==> src/rtl/pipe_ctrl_if.sv <==
// ---------------------------------------------------------------------------
// pipe_ctrl_if
//
// Bundles the handshake between the pipeline sequencing controller and the
// five-stage datapath.
//
//   slave  : the controller side (pipe_ctrl). It consumes the stage readiness
//            signals and produces the allowin/valid/accept/divide status.
//   master : the datapath side. It drives the readiness signals and consumes
//            the load enables and valid qualifiers.
//
// Signals
//   if_ready    fetch has an instruction available this cycle
//   id_ready    ID hazard check passed
//   exe_is_div  instruction in EXE is a divide (meaningful only while exe_valid)
//   mem_ready   data-memory response available for the MEM instruction
//   wb_flush    single-cycle exception/eret pulse from WB
//   *_allowin   stage may load its pipeline register this cycle
//   *_valid     stage holds a live instruction
//   if_accept   fetch instruction is consumed this cycle
//   div_busy    divide in progress in EXE, not yet done
//   div_cnt     cycles the current divide has spent in EXE
//
// DIV_LAT must match the DIV_LAT of the pipe_ctrl instance it connects to,
// because it sizes div_cnt.
// ---------------------------------------------------------------------------
interface pipe_ctrl_if #(
  parameter int DIV_LAT = 33
);
  localparam int CNT_W = $clog2(DIV_LAT);

  logic             if_ready;
  logic             id_ready;
  logic             exe_is_div;
  logic             mem_ready;
  logic             wb_flush;

  logic             id_allowin;
  logic             exe_allowin;
  logic             mem_allowin;
  logic             wb_allowin;

  logic             id_valid;
  logic             exe_valid;
  logic             mem_valid;
  logic             wb_valid;

  logic             if_accept;
  logic             div_busy;
  logic [CNT_W-1:0] div_cnt;

  modport slave (
    input  if_ready, id_ready, exe_is_div, mem_ready, wb_flush,
    output id_allowin, exe_allowin, mem_allowin, wb_allowin,
    output id_valid, exe_valid, mem_valid, wb_valid,
    output if_accept, div_busy, div_cnt
  );

  modport master (
    output if_ready, id_ready, exe_is_div, mem_ready, wb_flush,
    input  id_allowin, exe_allowin, mem_allowin, wb_allowin,
    input  id_valid, exe_valid, mem_valid, wb_valid,
    input  if_accept, div_busy, div_cnt
  );
endinterface

==> src/rtl/pipe_ctrl.sv <==
// ---------------------------------------------------------------------------
// pipe_ctrl
//
// Sequencing controller for the five-stage MIPS core (IF/ID/EXE/MEM/WB).
// Owns the per-stage valid bits and the allowin/go handshake chain, runs the
// EXE divide occupancy counter, and clears the whole pipe on a WB flush.
//
// Ports
//   clk     core clock, all state on the rising edge
//   resetn  asynchronous active-low reset
//   bus     pipe_ctrl_if.slave (see pipe_ctrl_if for the signal list)
//
// Parameters
//   DIV_LAT number of cycles a divide occupies EXE; must be >= 2 so that the
//           counter has at least one "busy" cycle before it reports done.
//
// Valid bits and div_cnt are registers; allowin, if_accept and div_busy are
// combinational so a downstream stall reaches the front of the pipe in the
// same cycle it appears.
// ---------------------------------------------------------------------------
module pipe_ctrl #(
  parameter int DIV_LAT = 33
) (
  input  logic        clk,
  input  logic        resetn,
  pipe_ctrl_if.slave  bus
);

  localparam int               CNT_W    = $clog2(DIV_LAT);
  localparam logic [CNT_W-1:0] DIV_LAST = CNT_W'(DIV_LAT - 1);

  // Stage state
  logic             id_valid_reg;
  logic             exe_valid_reg;
  logic             mem_valid_reg;
  logic             wb_valid_reg;
  logic [CNT_W-1:0] div_cnt_reg;

  // Go conditions: a stage's instruction has finished its work this cycle
  logic if_go;
  logic id_go;
  logic exe_go;
  logic mem_go;
  logic wb_go;
  logic div_done;

  // Allowin chain
  logic id_allowin;
  logic exe_allowin;
  logic mem_allowin;
  logic wb_allowin;

  // Divide sequencer controls
  logic exe_advance;
  logic div_step;

  // -------------------------------------------------------------------------
  // Go conditions
  // -------------------------------------------------------------------------
  assign div_done = (div_cnt_reg == DIV_LAST);

  assign if_go  = bus.if_ready;
  assign id_go  = bus.id_ready;
  // A non-divide finishes EXE in one cycle; a divide only once the counter
  // has reached its last cycle.
  assign exe_go = !bus.exe_is_div || div_done;
  assign mem_go = bus.mem_ready;
  assign wb_go  = 1'b1;

  // -------------------------------------------------------------------------
  // Allowin chain, evaluated back to front. An empty stage always accepts;
  // an occupied stage accepts only if its own instruction leaves this cycle.
  // -------------------------------------------------------------------------
  assign wb_allowin  = 1'b1;
  assign mem_allowin = !mem_valid_reg || (mem_go && wb_allowin);
  assign exe_allowin = !exe_valid_reg || (exe_go && mem_allowin);
  assign id_allowin  = !id_valid_reg  || (id_go  && exe_allowin);

  // -------------------------------------------------------------------------
  // Divide sequencer
  // -------------------------------------------------------------------------
  // The EXE instruction (divide or not) hands off to MEM at this edge.
  assign exe_advance = exe_valid_reg && exe_go && mem_allowin;
  // Counting stops at DIV_LAST, so a divide that is done but blocked by MEM
  // holds its count rather than wrapping.
  assign div_step    = exe_valid_reg && bus.exe_is_div && !div_done;

  // -------------------------------------------------------------------------
  // State update. Flush outranks every other event: whatever would have
  // advanced this edge (fetch accept, divide completion) is discarded.
  // -------------------------------------------------------------------------
  always_ff @(posedge clk or negedge resetn) begin
    if (!resetn) begin
      id_valid_reg  <= 1'b0;
      exe_valid_reg <= 1'b0;
      mem_valid_reg <= 1'b0;
      wb_valid_reg  <= 1'b0;
      div_cnt_reg   <= '0;
    end else if (bus.wb_flush) begin
      id_valid_reg  <= 1'b0;
      exe_valid_reg <= 1'b0;
      mem_valid_reg <= 1'b0;
      wb_valid_reg  <= 1'b0;
      div_cnt_reg   <= '0;
    end else begin
      // IF has no valid bit of its own; fetch presence is if_ready.
      if (id_allowin) begin
        id_valid_reg <= if_go;
      end
      // When ID is held by a hazard but EXE drains, this loads a bubble.
      if (exe_allowin) begin
        exe_valid_reg <= id_valid_reg && id_go;
      end
      if (mem_allowin) begin
        mem_valid_reg <= exe_valid_reg && exe_go;
      end
      if (wb_allowin) begin
        wb_valid_reg <= mem_valid_reg && mem_go;
      end

      if (exe_advance) begin
        div_cnt_reg <= '0;
      end else if (div_step) begin
        div_cnt_reg <= div_cnt_reg + CNT_W'(1);
      end
    end
  end

  // -------------------------------------------------------------------------
  // Outputs
  // -------------------------------------------------------------------------
  assign bus.id_allowin  = id_allowin;
  assign bus.exe_allowin = exe_allowin;
  assign bus.mem_allowin = mem_allowin;
  assign bus.wb_allowin  = wb_allowin;

  assign bus.id_valid    = id_valid_reg;
  assign bus.exe_valid   = exe_valid_reg;
  assign bus.mem_valid   = mem_valid_reg;
  assign bus.wb_valid    = wb_valid_reg;

  assign bus.if_accept   = bus.if_ready && id_allowin && !bus.wb_flush;
  assign bus.div_busy    = exe_valid_reg && bus.exe_is_div && !div_done;
  assign bus.div_cnt     = div_cnt_reg;

endmodule

==> src/flat_wrapper.sv <==
// flat-port wrapper written by rule: the top's interface ports become plain ports
module pipe_ctrl_flat 
#(
  parameter int DIV_LAT = 33
)
  (clk, resetn, bus_if_ready, bus_id_ready, bus_exe_is_div, bus_mem_ready, bus_wb_flush, bus_id_allowin, bus_exe_allowin, bus_mem_allowin, bus_wb_allowin, bus_id_valid, bus_exe_valid, bus_mem_valid, bus_wb_valid, bus_if_accept, bus_div_busy, bus_div_cnt);
  pipe_ctrl_if #(.DIV_LAT(DIV_LAT)) bus_i ();
  input  logic clk;
  input  logic resetn;
  input wire logic [$bits(bus_i.if_ready)-1:0] bus_if_ready;
  input wire logic [$bits(bus_i.id_ready)-1:0] bus_id_ready;
  input wire logic [$bits(bus_i.exe_is_div)-1:0] bus_exe_is_div;
  input wire logic [$bits(bus_i.mem_ready)-1:0] bus_mem_ready;
  input wire logic [$bits(bus_i.wb_flush)-1:0] bus_wb_flush;
  output wire logic [$bits(bus_i.id_allowin)-1:0] bus_id_allowin;
  output wire logic [$bits(bus_i.exe_allowin)-1:0] bus_exe_allowin;
  output wire logic [$bits(bus_i.mem_allowin)-1:0] bus_mem_allowin;
  output wire logic [$bits(bus_i.wb_allowin)-1:0] bus_wb_allowin;
  output wire logic [$bits(bus_i.id_valid)-1:0] bus_id_valid;
  output wire logic [$bits(bus_i.exe_valid)-1:0] bus_exe_valid;
  output wire logic [$bits(bus_i.mem_valid)-1:0] bus_mem_valid;
  output wire logic [$bits(bus_i.wb_valid)-1:0] bus_wb_valid;
  output wire logic [$bits(bus_i.if_accept)-1:0] bus_if_accept;
  output wire logic [$bits(bus_i.div_busy)-1:0] bus_div_busy;
  output wire logic [$bits(bus_i.div_cnt)-1:0] bus_div_cnt;
  assign bus_i.if_ready = bus_if_ready;
  assign bus_i.id_ready = bus_id_ready;
  assign bus_i.exe_is_div = bus_exe_is_div;
  assign bus_i.mem_ready = bus_mem_ready;
  assign bus_i.wb_flush = bus_wb_flush;
  assign bus_id_allowin = bus_i.id_allowin;
  assign bus_exe_allowin = bus_i.exe_allowin;
  assign bus_mem_allowin = bus_i.mem_allowin;
  assign bus_wb_allowin = bus_i.wb_allowin;
  assign bus_id_valid = bus_i.id_valid;
  assign bus_exe_valid = bus_i.exe_valid;
  assign bus_mem_valid = bus_i.mem_valid;
  assign bus_wb_valid = bus_i.wb_valid;
  assign bus_if_accept = bus_i.if_accept;
  assign bus_div_busy = bus_i.div_busy;
  assign bus_div_cnt = bus_i.div_cnt;
  pipe_ctrl #(.DIV_LAT(DIV_LAT)) u_core (.clk(clk), .resetn(resetn), .bus(bus_i));
endmodule
==> config.mk <==
export PLATFORM = sky130hd
export DESIGN_NAME = pipe_ctrl_flat
export DESIGN_NICKNAME = d
export VERILOG_FILES = /design/src/rtl/pipe_ctrl_if.sv /design/src/rtl/pipe_ctrl.sv /design/src/flat_wrapper.sv
export SDC_FILE = /design/constraint.sdc
export NUM_CORES = 1
export LEC_CHECK = 0
export ABC_AREA = 0
export CORE_AREA = 2 2 39 41
export DETAILED_ROUTE_END_ITERATION = 16
export DIE_AREA = 0 0 41 43
export DONT_BUFFER_PORTS = 1
export PLACE_DENSITY = 0.67
export SLEW_MARGIN = 20
export SYNTH_ARGS = -nofsm -noshare
export SYNTH_HDL_FRONTEND = slang
export SYNTH_SLANG_ARGS = --single-unit
==> constraint.sdc <==
create_clock -name clk -period 3.3 [get_ports clk]
set_clock_uncertainty 0.1 [all_clocks]
set_input_delay 0.66 -clock clk [delete_from_list [all_inputs] [get_ports clk]]
set_output_delay 0.66 -clock clk [all_outputs]
set_load 0.005 [all_outputs]
==> reports/results.tsv <==
stage	metric	value	unit
status	run_status	complete, no violations	
cells_and_area	layout-drive-gt1-share	21.5	%
floorplanning	ios	23	
cells_and_area	n_antenna_cell	0	
worst_setup_path	r2r_cells	6	
route	viasPerCell	5.51	
sta	rsz0062_at_grt	no	
sta	hold_ws	0.347	ns
cts	numCtsBuffers	3	
floorplanning	coreArea	1380	µm²
cells_and_area	final_area	658	µm²
cts	clk_pin_slew_worst_paths	0.07	ns
sta	hold_violations	0	
hold_path	min_path_type	input pin to register	
route	wl_per_cell	14.2	µm
worst_setup_path	critPathMaxStageDelay	0.45	ns
floorplanning	start_util	44.7	%
sta	setup_tns	0	ns
worst_setup_path	end_kind	primary output	
route	ant_nets	0	
worst_setup_path	cp-start-kind	register	
cts	root_buffer	clkbuf_4	
worst_setup_path	crit_arrival	1.76	ns
global_route	antenna_found_initial	0	
cts	postCtsSetupBuffers	0	
global_route	grt_max_degree	11	
floorplanning	die_h	43	µm
job	maxCapViolCount	0	
worst_setup_path	worstPathCellList	or3_4 -> nor3_1 -> o21ai_0 -> a211oi_1	
worst_setup_path	required	2.54	ns
synth	synth_edf_count	0	
global_route	grt_use_total	15.6	%
synth	synth_ff_type	dfrtp_1	
synth	yosys-top-cells-area	dfrtp_1 (40%), ha_1 (4.0%), o211ai_4 (3.4%), a22o_2 (3.2%), mux2i_1 (3.2%)	
cts	h-tree-depth	1	
global_route	grt_overflow	0	
power	power.total	0.230	mW
route	wirelength	1.15	mm
route	firstDrtPassIters	3	
placed_design	place_inst	77	
synth	syn-mean-instance-area	9.81	µm²
cts	cts_tree	yes	
sta	min_period	2.52	ns
worst_setup_path	slowest_stage	or3_4	
synth	netlist_instances	63	
worst_setup_path	cp_max_fo	6	
placed_design	port_buffers	0	
cells_and_area	post-route-util	47.6	%
sta	fin_ws	0.780	ns
sta	period_share	76.4	%
global_route	grt_pass1_vias	388	
synth	yosys-top-cells-count	dfrtp_1 (10), inv_1 (5), nand2_1 (5), nor2_1 (5), o21ai_0 (3)	
cells_and_area	synthToLayoutAreaGrowth	6.48	%
power	peakVddDrop	0.222	mV
sta	slew_violations	0	
cts	cts_resized	0	
synth	synth_cell_types	35	
hold_path	min_path_cells	1	
cts	cts.sinks	10	
synth	syn-num-nets	72	
placed_design	place.gp.congestion	0.723	
route	drtIter0Drc	5	
floorplanning	num_rows	14	
worst_setup_path	rrSetupSlack	1.57	ns
cells_and_area	fillers	133	
sta	setup_viol	0	
hold_path	hold_path.startpoint	bus_wb_flush	
synth	async_flop_share	100	%
synth	syn_area	618	µm²
synth	yosys_warnings	0	
synth	synth_top_area_share	40.5	%
cts	clockBufferDepth	2	
cts	clkLatencyLatePin	0.27	ns
route	vias	446	
placed_design	post_dp_cell_area	626	µm²
synth	seq_area_frac_synth	40.5	%
worst_setup_path	r2r-start	u_core.bus.div_cnt[0]	
cells_and_area	largest_reg_flops	6	
synth	synth-seq-cells	10	
route	drc_errors	0	
global_route	grt_first_pass_wirelength	1.81	mm
cells_and_area	final_nets	76	
worst_setup_path	criticalPathCategory	register to primary output	
worst_setup_path	startpoint	u_core.bus.div_cnt[4]	
sta	fmax	0.397	GHz
synth	synth.most_common_cell	dfrtp_1	
synth	yosysTopAreaCell	dfrtp_1	
floorplanning	dieWidth	41	µm
placed_design	place_ws	1.08	ns
placed_design	hpwl	864	µm
power	leakage	0.279	nW
power	power_density	349	nW/µm²
cells_and_area	final_cells	81	
floorplanning	dieArea	1760	µm²
==> report_power, final <==
| group | internal (mW) | switching [mW] | leakage [nW] |
|---|---|---|---|
| Clock | 0.0421 | 0.0441 | 0.0138 |
| Sequential | 0.124 | 0.00350 | 0.138 |
| Combinational | 0.00658 | 0.00887 | 0.127 |
==> per-layer routing <==
layer	GRT usage [%]	vias up	part of all wire, %	wire, µm
met5	0	-	0	0
met4	8.00	0	1.6	19
met3	6.28	4	4.3	50
met2	19.4	11	46	530
met1	22.7	201	48	551
li1	-	230	-	-
==> final timing paths <==
check / end
min in group asynchronous: u_core.bus.div_cnt[4]
worst min-delay path: u_core.bus.div_cnt[2]
worst max-delay path: bus_if_accept
max in group asynchronous: u_core.bus.mem_valid
worst min register to register: u_core.bus.wb_valid
worst max register to register: u_core.bus.div_cnt[4]
==> cell type report <==
| class | count | area, µm² | share of cell area [%] |
|---|---|---|---|
| timing repair buffer | 1 | 10.0 | 1.52 |
| clock buffer | 3 | 22.5 | 3.42 |
| inverter | 5 | 18.8 | 2.85 |
| tap | 16 | 20.0 | 3.04 |
| multi-input combinational | 46 | 337 | 51.1 |
| sequential | 10 | 250 | 38.0 |
==> what timing repair did <==
action,4_1_cts,5_1_grt
setup endpoints to repair,0,0
endpoints found under the hold margin,10,0
hold buffers,1,0
==> worst max-delay path: cells and delay by family, from the launching register on <==
kind	cells	cell delay [ns]
compound gates	2	0.46
flops	1	0.44
simple gates	2	0.59
==> cells in the final DEF, fill, tap and decap left out, types with 2 or more instances in the layout <==
cell      count
nor2_1        5
o21ai_0       3
ha_1          2
nand3_1       2
a22o_2        2
inv_1         5
nand2_1       5
clkbuf_4      3
dfrtp_1      10
a21oi_1       2
mux2i_1       2
==> cell families after synthesis <==
family          synth area share (%)
xor+xnor                        1.42
mux                             5.06
fa+ha+maj                       4.05
simple gates                    21.1
compound gates                  22.3
other cells                    0.607
buf+inv                         5.06
flops                           40.5
(Power assumes the default switching activity.)
